--- config.mk ---
export PLATFORM = sky130hd
export DESIGN_NAME = write_to_ddr3
export DESIGN_NICKNAME = d
export VERILOG_FILES = /design/src/rtl/write_to_ddr3.sv
export SDC_FILE = /design/constraint.sdc
export NUM_CORES = 1
export LEC_CHECK = 0
export BUFFER_PORTS_ARGS = -buffer_cell sky130_fd_sc_hd__buf_4
export CAP_MARGIN = 25
export CORE_MARGIN = 4
export CORE_UTILIZATION = 45
export CTS_CLUSTER_SIZE = 12
export DETAILED_ROUTE_END_ITERATION = 6
export PLACE_DENSITY_LB_ADDON = 0.05
export SYNTH_ARGS = -nofsm -noshare
export SYNTH_HDL_FRONTEND = slang
export SYNTH_SLANG_ARGS = --single-unit
--- constraint.sdc ---
create_clock -name ddr3_clk -period 2.35 [get_ports ddr3_clk]
set_input_delay 0.47 -clock ddr3_clk [delete_from_list [all_inputs] [get_ports ddr3_clk]]
set_output_delay 0.47 -clock ddr3_clk [all_outputs]
set_load 0.005 [all_outputs]
--- src/rtl/write_to_ddr3.sv ---
// write_to_ddr3
// Drains pixel words from a show-ahead FIFO into one of two DDR3 frame
// buffers using 4-beat Avalon-MM write bursts, alternating buffers per frame.
// Owns the per-buffer "empty" flags consumed by the frame reader. The reader
// releases a buffer with a rising edge on clear_bufferN.
//
// Ports
//   ddr3_clk, reset_n         : clock, asynchronous active-low reset
//   pix_fifo_rdata/usedw      : head word and fill level of pixel FIFO
//   pix_fifo_rdreq            : FIFO pop (accepted beat)
//   ddr3_rd_bufferN_empty     : 1 = buffer N holds no complete frame
//   clear_bufferN             : reader release request (rising edge)
//   ddr3_bufferN_offset       : constant buffer base word addresses
//   ddr3_avl_*                : Avalon-MM burst write master
module write_to_ddr3 #(
    parameter int          IMAGE_WIDTH  = 1280,
    parameter int          IMAGE_HEIGHT = 1024,
    parameter int          DATA_WIDTH   = 32,
    parameter logic [25:0] BUFFER0_BASE = 26'h0000000,
    parameter logic [25:0] BUFFER1_BASE = 26'h0200000
) (
    input  logic                  ddr3_clk,
    input  logic                  reset_n,
    input  logic [DATA_WIDTH-1:0] pix_fifo_rdata,
    input  logic [9:0]            pix_fifo_usedw,
    output logic                  pix_fifo_rdreq,
    output logic                  ddr3_rd_buffer0_empty,
    output logic                  ddr3_rd_buffer1_empty,
    input  logic                  clear_buffer0,
    input  logic                  clear_buffer1,
    output logic [25:0]           ddr3_buffer0_offset,
    output logic [25:0]           ddr3_buffer1_offset,
    input  logic                  ddr3_avl_ready,
    output logic                  ddr3_avl_burstbegin,
    output logic [2:0]            ddr3_avl_size,
    output logic                  ddr3_avl_write_req,
    output logic [25:0]           ddr3_avl_addr,
    output logic [DATA_WIDTH-1:0] ddr3_avl_wdata
);

    localparam int          NBURST     = (IMAGE_WIDTH * IMAGE_HEIGHT) / 4;
    localparam logic [23:0] LAST_BURST = 24'(NBURST - 1);

    typedef enum logic [1:0] {
        WAIT_BUF  = 2'd0,
        WAIT_DATA = 2'd1,
        BURST     = 2'd2
    } state_t;

    state_t      state_q;
    logic        target_q;
    logic [23:0] burst_cnt_q;
    logic [1:0]  beat_q;
    logic [25:0] addr_q;
    logic        req_q;
    logic        bb_q;
    logic        empty0_q;
    logic        empty1_q;
    logic        clr0_prev_q;
    logic        clr1_prev_q;

    logic        accept;
    logic        clr0_evt;
    logic        clr1_evt;
    logic        target_empty;

    assign accept       = req_q & ddr3_avl_ready;
    assign clr0_evt     = clear_buffer0 & ~clr0_prev_q;
    assign clr1_evt     = clear_buffer1 & ~clr1_prev_q;
    assign target_empty = target_q ? empty1_q : empty0_q;

    assign pix_fifo_rdreq        = accept;
    assign ddr3_avl_wdata        = pix_fifo_rdata;
    assign ddr3_avl_write_req    = req_q;
    assign ddr3_avl_burstbegin   = bb_q;
    assign ddr3_avl_addr         = addr_q;
    assign ddr3_avl_size         = 3'b100;
    assign ddr3_rd_buffer0_empty = empty0_q;
    assign ddr3_rd_buffer1_empty = empty1_q;
    assign ddr3_buffer0_offset   = BUFFER0_BASE;
    assign ddr3_buffer1_offset   = BUFFER1_BASE;

    always_ff @(posedge ddr3_clk or negedge reset_n) begin
        if (!reset_n) begin
            state_q     <= WAIT_BUF;
            target_q    <= 1'b0;
            burst_cnt_q <= '0;
            beat_q      <= '0;
            addr_q      <= '0;
            req_q       <= 1'b0;
            bb_q        <= 1'b0;
            empty0_q    <= 1'b1;
            empty1_q    <= 1'b1;
            clr0_prev_q <= 1'b0;
            clr1_prev_q <= 1'b0;
        end else begin
            clr0_prev_q <= clear_buffer0;
            clr1_prev_q <= clear_buffer1;

            // Clear events first; a frame-done clear below overrides them
            // on the same buffer, so the freshly written frame is not lost.
            if (clr0_evt) empty0_q <= 1'b1;
            if (clr1_evt) empty1_q <= 1'b1;

            case (state_q)
                WAIT_BUF: begin
                    if (target_empty) begin
                        addr_q      <= target_q ? BUFFER1_BASE : BUFFER0_BASE;
                        burst_cnt_q <= '0;
                        state_q     <= WAIT_DATA;
                    end
                end
                WAIT_DATA: begin
                    // Only start a burst when all four beats are already
                    // available, so the burst never stalls on the FIFO.
                    if (pix_fifo_usedw >= 10'd4) begin
                        req_q   <= 1'b1;
                        bb_q    <= 1'b1;
                        beat_q  <= '0;
                        state_q <= BURST;
                    end
                end
                BURST: begin
                    if (accept) begin
                        bb_q   <= 1'b0;
                        beat_q <= beat_q + 2'd1;
                        if (beat_q == 2'd3) begin
                            req_q <= 1'b0;
                            if (burst_cnt_q != LAST_BURST) begin
                                burst_cnt_q <= burst_cnt_q + 24'd1;
                                addr_q      <= addr_q + 26'd4;
                                state_q     <= WAIT_DATA;
                            end else begin
                                if (target_q) empty1_q <= 1'b0;
                                else          empty0_q <= 1'b0;
                                target_q <= ~target_q;
                                state_q  <= WAIT_BUF;
                            end
                        end
                    end
                end
                default: state_q <= WAIT_BUF;
            endcase
        end
    end

endmodule
After elaboration in Yosys (flattened, before gate mapping)
Index checks and enable logic that the tools add are counted.

Flip-flop bits (word level): 61. Output and inout port bits: 118. Logic and storage cells: 78.

$lt $le $gt $ge: 1. Equal/unequal tests: 9. Multiplexer cells: 39. Bitwise operators: 7. Add/sub/neg operators: 3. Reduce and logical (&&, ||, !) cells: 8.

Operators with widths (count): $mux W26 (4); $mux W24 (4); $pmux W26 S2 (1); $pmux W24 S2 (1); $add A26 B3 Y26 const B (1); $add A24 B1 Y24 const B (1); $ne A24 B19 Y1 const B (1); $mux W22 (1); $mux W1 (18); $mux W2 (6); $reduce_and A4 Y1 (3); $ge A10 B3 Y1 const B (1); $ne A2 B2 Y1 const B (5); $pmux W2 S3 (1); $reduce_and A5 Y1 (1); $eq A2 B2 Y1 const B (2); $not A1 Y1 (4); $pmux W1 S2 (2); $pmux W2 S2 (1); $reduce_bool A2 Y1 (2); $and A1 B1 Y1 (3); $reduce_and A3 Y1 (1); $add A2 B1 Y2 const B (1); $eq A2 B1 Y1 const B (1); $logic_not A2 Y1 (1).

Longest topological paths before layout
Depth after elaboration: 8. Gate-level depth with buffers: 9.

Worst setup path after synthesis
OpenSTA, ideal clock, no wires.

Kind: reg-to-reg. From: reg burst_cnt_q[0]. To: reg burst_cnt_q[22]. Slack: 0.186 ns. Arrival time: 2.032 ns. Cell stages (with the launch flop): 8. Cell sequence: dfrtp_1 -> ha_1 -> nand4_1 -> or4_4 -> buf_6 -> or4_4 -> xor2_1 -> nor2_1.

Word-level cells in the longest chain between the ends: 5. Elaborated cells on any way between the ends: 8. Those cells by class: add/sub (1); eq/ne (2); mux (4); reduce/logical (1).

RTL lines: start: declaration (line 52) `logic [23:0] burst_cnt_q;`; start signal: assignment (line 130) `burst_cnt_q <= burst_cnt_q + 24'd1;`; $add A24 B1 Y24 (line 130); $mux W24 (line 129) `if (burst_cnt_q != LAST_BURST) begin`; $mux W24 (line 127) `if (beat_q == 2'd3) begin`; $mux W24 (line 124) `if (accept) begin`; $pmux W24 S2 (line 105) `case (state_q)`.

Parallel ways exist; a longest one is shown, timed or not. The select of a mux whose other input is x is not followed. A chain may end at the register's enable or synchronous reset.

Worst setup path in the final report
From: reg burst_cnt_q[0]. To: reg burst_cnt_q[11].

The elaborated chain is that of the path after synthesis.

==> impl_results.md <==
* Die area at 10,200 µm²
* Vias per cell at 5.36
* Fin crit share at 0.942
* R2R Setup Slk at 140 ps
* Hold-fix buffers, CTS at 0
* Vias at slightly above 3,000
* Final wirelength at 8.66 mm
* Total track usage at 0.172
* Status: completed
* Mapped Area at 3870 µm²
* Avg WL per Cell at 15.2 µm
* Max_cap viols at 0
* Synth Instances at roughly 440
* IO buf count at 41
* Ports at 165
* Largest net degree at the start of global routing at 60
* Final WS setup at around 140 ps
* Die height at between 100 and 150 µm
* Dpl ws at 152 ps
* Setup Crit Path Kind: flop to flop
* CP startpoint: burst_cnt_q[0]
* Vias in the first global route at 2,833
* Post-route DRC violation count at 0
* # fillers at slightly above 800
* Crit path cell chain: ha_1 > nand4_1 > or4_4 > buf_4 > o21ai_0 > or4_1 > o211ai_1
* Layout cell share with drive strength beyond 1 at 0.213
* RePlAce Congestion at 0.727
* Worst-margin pin slew at 759 ps
* Number of buffers created by CTS at 9
* Clk_lat worst skew at 340 ps
* Number of flops mapped to enable cells by yosys at 0
* LEAKAGE at 1.83 nW
* Skew final at 7.27 ps
* CTS tree: built
* Yosys reg bits at 59
* Initial Utilization at 0.467
* VDD IR-drop max at 0.000393 V
* Slowest cell on the critical path: or4_4
* PwrDens at 762 nW/µm²
* Final Critical Period at 2210 ps
* Critical path data required time at about 2600 ps
* Max clock buf depth at 2
* R2r endpoint: burst_cnt_q[11]
* Synthesis-to-finish area growth at 7.04%
* CP Max Fanout at 6
* R2R cell count at 7
* DP Wirelength at a little over 6 mm
* Final hold vios at 0
* Asr flop ratio synth at 1.00
* Rows at 33
* CTS clock-pin slew for the worst setup and hold paths at 70 ps
* Commonest non-fill, non-tap cell in the layout: buf_4
* CTS H-tree lvls at 3
* Rel. slew slack at 0.494
* Nets at 510
* Worst flop-to-flop path startpoint: burst_cnt_q[0]
* Min-Delay Path Class: primary input to async pin
* # diodes at 0
* CP endpoint kind: flop
* Warnings from Yosys at 0
* Main synth FF type: dfrtp_1
* Initial DRT Pass Iterations at 4
* Peak Freq at 452 MHz
* Setup TNS Final at 0 ps
* Die X-Extent at 101 µm
* Syn Area/Cell at 8.88 µm²
* GRT overflow at 0
* RSZ-0062 raised after global routing: false
* Synth unique cells at 50
* Startpoint types: flop
* Max Slew Vio Count at 0
* Critical path's largest stage delay at 550 ps
* Arr. time, crit path at approximately 2400 ps
* Most frequent cells in the layout: 65 x buf_4, 57 x conb_1, 57 x dfrtp_1, 33 x nand2_1, 33 x a21oi_1
* Antenna violations before repair at 0
* Floorplan core area at about 8300 µm²
* Sink Count at 59
* Root buf cell: clkbuf_8
* Detail Route Antenna Nets at 0
* # setup viols final at 0
* First-pass GRT wire length at 13.9 mm
* Seq/Total Area, Yosys at 0.382
* Detailed Route Iter0 Violations at 135
==> metrics by stage <==
step	total power [W]	utilization	instance area (µm²)	hold slack [ps]	std cells
detailed placement	0.00227	0.475	3940	455	553
global route	0.00338	0.499	4150	218	570
finish	0.00316	0.499	4150	197	570
global placement	0.00225	0.475	3940	441	553
floorplan	0.00193	-	4080	174	491
CTS	0.00320	0.498	4130	225	569
==> cells in the mapped netlist, types with 3 or more instances <==
master / count / area share
and3_1: 5 / 0.0081
or3_1: 6 / 0.0097
o21ai_0: 13 / 0.017
inv_1: 8 / 0.0078
a311oi_1: 3 / 0.0068
dfrtp_1: 57 / 0.37
or4_1: 15 / 0.029
a31o_2: 4 / 0.0090
xnor2_1: 8 / 0.018
a21oi_1: 33 / 0.043
nor2_1: 29 / 0.028
o211ai_1: 9 / 0.017
xor2_1: 9 / 0.020
nand2_1: 33 / 0.032
nand4_1: 11 / 0.018
or2_2: 3 / 0.0048
nand3_1: 19 / 0.025
nor4_1: 4 / 0.0065
buf_2: 3 / 0.0039
clkbuf_1: 11 / 0.011
ha_1: 3 / 0.0097
and4_1: 5 / 0.011
nor3_1: 5 / 0.0065
a211oi_1: 4 / 0.0078
o31ai_1: 13 / 0.025
buf_4: 91 / 0.18
==> area by class of cell <==
cell class | count | area, µm² | share of cell area
inverter | 8 | 30.0 | 0.00724
timing repair buffer | 65 | 488 | 0.118
multi-input combinational | 317 | 1820 | 0.440
tap | 105 | 131 | 0.0317
clock inverter | 7 | 68.8 | 0.0166
sequential | 59 | 1480 | 0.357
clock buffer | 9 | 124 | 0.0299
==> routing by layer <==
layer / share of wire / vias up / global-route usage
met5: 0 / - / 0
met4: 0.012 / 0 / 0.0549
met3: 0.066 / 17 / 0.0464
met2: 0.46 / 92 / 0.265
met1: 0.46 / 1480 / 0.236
li1: - / 1467 / -
==> registers in the layout, summed over array words and instances (netlist names) <==
name,cells
target_q,1
ddr3_rd_buffer1_empty,1
ddr3_avl_write_req,1
ddr3_avl_addr,24
state_q,2
ddr3_avl_burstbegin,1
burst_cnt_q,24
clr1_prev_q,1
beat_q,2
ddr3_rd_buffer0_empty,1
clr0_prev_q,1
==> logic make-up after synthesis <==
group           synth area share
other cells              0.00194
mux                      0.00258
buf+inv                    0.203
fa+ha+maj                0.00969
compound gates             0.154
xor+xnor                  0.0385
flops                      0.382
simple gates               0.208
==> critical path: cells and delay by family (launching register included) <==
kind | cells | cell delay [ps]
AND/OR/NAND/NOR | 3 | 840
AO/OA/AOI/OAI | 2 | 430
flip-flops | 1 | 410
adder cells (fa/ha/maj) | 1 | 230
buffers and inverters | 1 | 180
==> how the worst max path moves through the flow <==
stage                             end  slack [ps]  cells past startpoint
global placement      burst_cnt_q[12]         210                      5
CTS                   burst_cnt_q[12]         130                      5
global route        ddr3_avl_addr[24]           9                      9
finish                burst_cnt_q[11]         140                      7
floorplan             burst_cnt_q[22]         190                      7
detailed placement    burst_cnt_q[12]         150                      5
==> where the power goes <==
group	internal (W)	total [W]	switching, W
Sequential	0.00111	0.00120	0.0000941
Clock	0.000485	0.000916	0.000431
Combinational	0.000365	0.00104	0.000678
==> what timing repair did <==
item	in CTS	in global routing
setup buffers	0	1
setup endpoints to repair	0	16
resized for setup	0	1
No activity file was read; power rests on OpenSTA's default activity.
